File: src/rtl/camera_stream_emulator.sv
// -----------------------------------------------------------------------------
// camera_stream_emulator
//
// Synthetic transmitter for the camera connector protocol. It produces the
// frame_val / line_val / pixel_data stream that the capture path normally
// receives from the D5M sensor, so the capture logic can be exercised
// without a physical camera. The emulated pixel clock is clk itself.
//
// Frame layout (frame_val high):
//   LEAD (H_BLANK) , { LINE (H_ACTIVE) , HBLANK (H_BLANK) } x (V_ACTIVE-1) ,
//   LINE (H_ACTIVE)
// followed by VBLANK (frame_val low) for V_BLANK line periods.
//
// Ports
//   clk          in   1       stream clock
//   reset_n      in   1       asynchronous reset, active low
//   enable       in   1       request frames; sampled in IDLE and at VBLANK exit
//   pattern_sel  in   2       0 x ramp, 1 y ramp, 2 8x8 checker, 3 Bayer solid
//   frame_val    out  1       FVAL
//   line_val     out  1       LVAL
//   pixel_data   out  DATA_W  pixel value, Bayer order, 0 outside active lines
//   frame_done   out  1       one-clock pulse on the first VBLANK clock
//   frame_count  out  16      frames completed, wraps 0xFFFF -> 0
// -----------------------------------------------------------------------------
module camera_stream_emulator #(
  parameter int H_ACTIVE = 640,
  parameter int V_ACTIVE = 480,
  parameter int H_BLANK  = 160,
  parameter int V_BLANK  = 45,
  parameter int DATA_W   = 12
) (
  input  logic              clk,
  input  logic              reset_n,
  input  logic              enable,
  input  logic [1:0]        pattern_sel,
  output logic              frame_val,
  output logic              line_val,
  output logic [DATA_W-1:0] pixel_data,
  output logic              frame_done,
  output logic [15:0]       frame_count
);

  localparam int LINE_PERIOD = H_ACTIVE + H_BLANK;
  localparam int VB_TOTAL    = V_BLANK * LINE_PERIOD;
  // One shared counter covers LEAD, LINE (as x), HBLANK and VBLANK; the
  // VBLANK total is always the largest of those spans.
  localparam int CNT_W       = $clog2(VB_TOTAL + 1);
  localparam int Y_W         = $clog2(V_ACTIVE + 1);

  localparam logic [CNT_W-1:0] HA_LAST = CNT_W'(H_ACTIVE - 1);
  localparam logic [CNT_W-1:0] HB_LAST = CNT_W'(H_BLANK - 1);
  localparam logic [CNT_W-1:0] VB_LAST = CNT_W'(VB_TOTAL - 1);
  localparam logic [Y_W-1:0]   VA_LAST = Y_W'(V_ACTIVE - 1);

  typedef enum logic [2:0] {
    IDLE,
    LEAD,
    LINE,
    HBLANK,
    VBLANK
  } state_t;

  state_t           state_reg;
  logic [CNT_W-1:0] cnt_reg;
  logic [Y_W-1:0]   y_reg;
  logic [1:0]       pat_reg;

  // Pixel value for the active position (x, y) under the latched pattern.
  function automatic logic [DATA_W-1:0] pixel_value(
    input logic [1:0]  pat,
    input logic [31:0] x,
    input logic [31:0] y
  );
    logic [DATA_W-1:0] val;
    val = '0;
    case (pat)
      2'd0: val = DATA_W'(x);
      2'd1: val = DATA_W'(y);
      2'd2: val = (((x ^ y) & 32'd8) != 32'd0) ? '1 : '0;
      default: begin
        // Bayer sites: even row G R G R ..., odd row B G B G ...
        if ((y & 32'd1) == 32'd0)
          val = ((x & 32'd1) != 32'd0) ? '1 : '0;
        else
          val = ((x & 32'd1) == 32'd0) ? {1'b1, {(DATA_W-1){1'b0}}} : '0;
      end
    endcase
    return val;
  endfunction

  // Outputs are registered alongside the state: each transition loads the
  // output values belonging to the cycle the new state begins.
  always_ff @(posedge clk or negedge reset_n) begin
    if (!reset_n) begin
      state_reg   <= IDLE;
      cnt_reg     <= '0;
      y_reg       <= '0;
      pat_reg     <= '0;
      frame_val   <= 1'b0;
      line_val    <= 1'b0;
      pixel_data  <= '0;
      frame_done  <= 1'b0;
      frame_count <= '0;
    end else begin
      frame_done <= 1'b0;
      case (state_reg)
        IDLE: begin
          if (enable) begin
            state_reg <= LEAD;
            cnt_reg   <= '0;
            frame_val <= 1'b1;
            pat_reg   <= pattern_sel;
          end
        end

        LEAD: begin
          if (cnt_reg == HB_LAST) begin
            state_reg  <= LINE;
            cnt_reg    <= '0;
            y_reg      <= '0;
            line_val   <= 1'b1;
            pixel_data <= pixel_value(pat_reg, 32'd0, 32'd0);
          end else begin
            cnt_reg <= cnt_reg + CNT_W'(1);
          end
        end

        LINE: begin
          // cnt_reg is the x of the pixel currently on the bus.
          if (cnt_reg == HA_LAST) begin
            cnt_reg    <= '0;
            line_val   <= 1'b0;
            pixel_data <= '0;
            if (y_reg == VA_LAST) begin
              state_reg   <= VBLANK;
              frame_val   <= 1'b0;
              frame_done  <= 1'b1;
              frame_count <= frame_count + 16'd1;
            end else begin
              state_reg <= HBLANK;
            end
          end else begin
            cnt_reg    <= cnt_reg + CNT_W'(1);
            pixel_data <= pixel_value(pat_reg, 32'(cnt_reg) + 32'd1, 32'(y_reg));
          end
        end

        HBLANK: begin
          if (cnt_reg == HB_LAST) begin
            state_reg  <= LINE;
            cnt_reg    <= '0;
            y_reg      <= y_reg + Y_W'(1);
            line_val   <= 1'b1;
            pixel_data <= pixel_value(pat_reg, 32'd0, 32'(y_reg) + 32'd1);
          end else begin
            cnt_reg <= cnt_reg + CNT_W'(1);
          end
        end

        VBLANK: begin
          if (cnt_reg == VB_LAST) begin
            cnt_reg <= '0;
            if (enable) begin
              state_reg <= LEAD;
              frame_val <= 1'b1;
              pat_reg   <= pattern_sel;
            end else begin
              state_reg <= IDLE;
            end
          end else begin
            cnt_reg <= cnt_reg + CNT_W'(1);
          end
        end

        default: state_reg <= IDLE;
      endcase
    end
  end

endmodule

File: config.mk
export PLATFORM = sky130hd
export DESIGN_NAME = camera_stream_emulator
export DESIGN_NICKNAME = d
export VERILOG_FILES = /design/src/rtl/camera_stream_emulator.sv
export SDC_FILE = /design/constraint.sdc
export NUM_CORES = 1
export LEC_CHECK = 0
export CAP_MARGIN = 20
export CORE_UTILIZATION = 52
export DETAILED_ROUTE_END_ITERATION = 7
export GPL_ROUTABILITY_DRIVEN = 1
export HOLD_SLACK_MARGIN = 0.12
export PLACE_DENSITY = 0.77
export SLEW_MARGIN = 20
export SYNTH_ARGS = -nofsm -noshare
export SYNTH_HDL_FRONTEND = slang
export SYNTH_SLANG_ARGS = --single-unit
File: constraint.sdc
create_clock -name clk -period 2.5 [get_ports clk]
set_input_delay 0.5 -clock clk [delete_from_list [all_inputs] [get_ports clk]]
set_output_delay 0.5 -clock clk [all_outputs]
set_load 0.005 [all_outputs]
==> impl_metrics.ini <==
[global_routing]
globalRoute.totalOverflow = 0
global_route.usage.total = 0.292
global_route_wire_length_before_repair_um = 16800
grt_max_degree = 62
number_of_global_route_vias_before_repair = 3429
number_of_antenna_violations_at_the_first_check_in_global_routing = 0

[sta]
min_period_over_period = 0.959
worst-slew-pin-transition_ps = 790
hold_viol_final = 0
relSlewSlack = 0.473
maxSlewViolCount = 0
unrepaired_setup_endpoints_after_global_routing = no
clock-skew-final_ps = 9.73
post-route-min-period_ps = 2400
setup_total_negative_slack_ps = 0
maxClockFrequency_ghz = 0.417
setup_viol = 0

[synth]
synthesis.nets = 440
synth_flop_cell = sky130_fd_sc_hd__dfrtp_1
synthDistinctLibCells = 50
synth.most_common_cell = sky130_fd_sc_hd__dfrtp_1
synth_fa_ha_area_frac = 0.0136
synth_simple_gate_area_share = 0.272
synthXorXnorAreaFrac = 0.0736
synth.area.mux_share = 0.0122
synthTopCellsByArea = sky130_fd_sc_hd__dfrtp_1 (41%), sky130_fd_sc_hd__nand2_1 (6.1%), sky130_fd_sc_hd__xnor2_1 (4.3%), sky130_fd_sc_hd__o21ai_0 (4.2%), sky130_fd_sc_hd__xor2_1 (3.1%)
synth_area_mm2 = 0.00369
synth.cells.most_frequent = sky130_fd_sc_hd__dfrtp_1 (61), sky130_fd_sc_hd__nand2_1 (60), sky130_fd_sc_hd__o21ai_0 (31)
seq_area_frac_synth = 0.414
yosys.area.top_type = sky130_fd_sc_hd__dfrtp_1
synth_edf_count = 0
synth_top_cell_area_share = 0.414
postSynthAreaPerCell_um2 = 8.56
synth_top_family_by_area = simple AND/OR/NAND/NOR gates
synth-seq-cells = 61
asyncSetResetFlopFracSynth = 1.00
synth_cells = 431
ys_warn_count = 0
synth_compound_gate_area_share = 0.178

[job]
maxCapViolCount = 0

[worst_setup_path]
setup.worst_path.class = reg -> reg
timing.critical_path.fanout_max = 7
critical_path.slowest_cell = sky130_fd_sc_hd__or4_4
worst-endpoint-required_ps = 2720
endpoint_kind = flip-flop
path_cells = or4_4 -> or4_4 -> o2bb2ai_1 -> buf_4 -> buf_4 -> o21bai_1 -> o211ai_1
crit_path_start_kind = flip-flop
cp_data_arrival_time_ps = 2620
critical_path.max_stage_delay_ps = 580

[detailed_routing]
avgRoutedWirePerCell_um = 16.8
postRouteAntennaNets = 0
finalWirelength_um = 9920
routed-via-count = 3610
detail_route.drc_violations = 0
first_iter_violations = 325
avgViaCountPerCell = 6.10
drt_pass1_iterations = 5

[finish]
post_route_cells_drive_above_1_share = 0.163
n_antenna_cell = 0
syn_to_final_growth_pct = 25.8
design.final.nets = 500
fillerInstances = 542

[hold_path]
hold_path_class = in -> async

[power]
total_leakage_power_uw = 0.00183
ir_worst_vdd_uv = 348
power_per_cell_area_mw_per_mm2 = 455
p_total_uw = 2110

[outcome]
run_status = completed

[cts]
cts_buffers = 9
h-tree-depth = 3
clk_transition_reported_paths_ps = 80
ctsLongestPathBuffers = 2
clock_sink_count = 61
post-cts-setup-buffer-count = 0
ctsRootBufferMaster = sky130_fd_sc_hd__clkbuf_8
tritoncts = done
clk_latency_ps = 350

[floorplanning]
start_util = 0.540
fp.dieW_um = 86.2
floorplan.die_area_mm2 = 0.00743
die_height_um = 86.2
core_area_mm2 = 0.00683
pin_count = 36
rows = 30

[placed_design]
placement.io_buffers = 35
gpl_wtd_cong = 0.894
hpwl_um = 7130
-- final cells by class --
cell class	count	area (µm²)	area share
inverters	10	37.5	0.00809
well taps	96	120	0.0259
flip-flops and latches	61	1530	0.329
clock buffers	9	124	0.0267
clock inverters	7	124	0.0267
multi-input cells	334	2060	0.444
repair buffers	75	646	0.139
-- power by group --
part	leakage (µW)	internal [µW]	switching (µW)
sequential	0.000770	986	0
combinational	0.000936	6.30	21.4
clock	0.000120	666	428
-- cells by family after synthesis --
kind of cell | count (synthesis)
xor gates and xnor gates | 31
DFF | 61
AOI/OAI and AO/OA | 104
adders and majority gates | 4
muxes | 4
and+or+nand+nor | 191
buffers and inverters | 36
-- cell usage in the layout (no fill, tap or decap), drive strengths merged, types with 10 or more instances in the layout --
master | Yosys | final
a21oi | 20 | 20
buf | 2 | 41
clkdlybuf4s50 | 0 | 34
dfrtp | 61 | 61
inv | 10 | 10
nand2 | 60 | 60
nand3 | 21 | 21
nand4 | 10 | 10
nor2 | 27 | 27
nor2b | 11 | 11
nor3 | 11 | 11
o211ai | 10 | 10
o21ai | 31 | 31
o22ai | 10 | 10
or4 | 11 | 11
xnor2 | 18 | 18
xor2 | 13 | 13
-- routing by layer --
metal | routed length (µm) | track usage | up-vias
met1 | 4330 | 0.396 | 1734
li1 | - | - | 1679
met5 | 0 | 0 | -
met3 | 680 | 0.0552 | 26
met2 | 4750 | 0.468 | 171
met4 | 167 | 0.105 | 0
-- stage by stage --
stage	util	cells	setup slack, ps	cell area (µm²)	hold WS [ps]
CTS	0.674	592	4.31	4610	335
finish	0.679	592	101	4640	310
detailed placement	0.637	576	-48.4	4350	484
global placement	0.637	576	-80.4	4350	480
global route	0.679	592	1.50	4640	385
floorplan	-	431	55.0	3690	204
-- worst paths after layout --
path	startpoint	end	slack, ps	cells after the start
max	cnt_reg[8]	cnt_reg[7]	100	7
min	reset_n	y_reg[8]	310	2
max reg2reg	cnt_reg[8]	cnt_reg[7]	100	7
min reg2reg	frame_count[15]	frame_count[15]	490	1
max in group asynchronous	reset_n	cnt_reg[10]	1670	2
min in group clk	frame_count[15]	frame_count[15]	490	1
-- repair_timing --
item                                    in CTS  in global routing
endpoints found under the setup margin       5                 27
hold buffers                                 0                  0
gates resized for setup                      2                  7
-- critical path: cells and delay by family (launching register included) --
kind                   cells  cell delay [ps]
AO/OA/AOI/OAI              3              430
buffers and inverters      2              350
flip-flops                 1              380
AND/OR/NAND/NOR            2             1120
(Power assumes the default switching activity.)
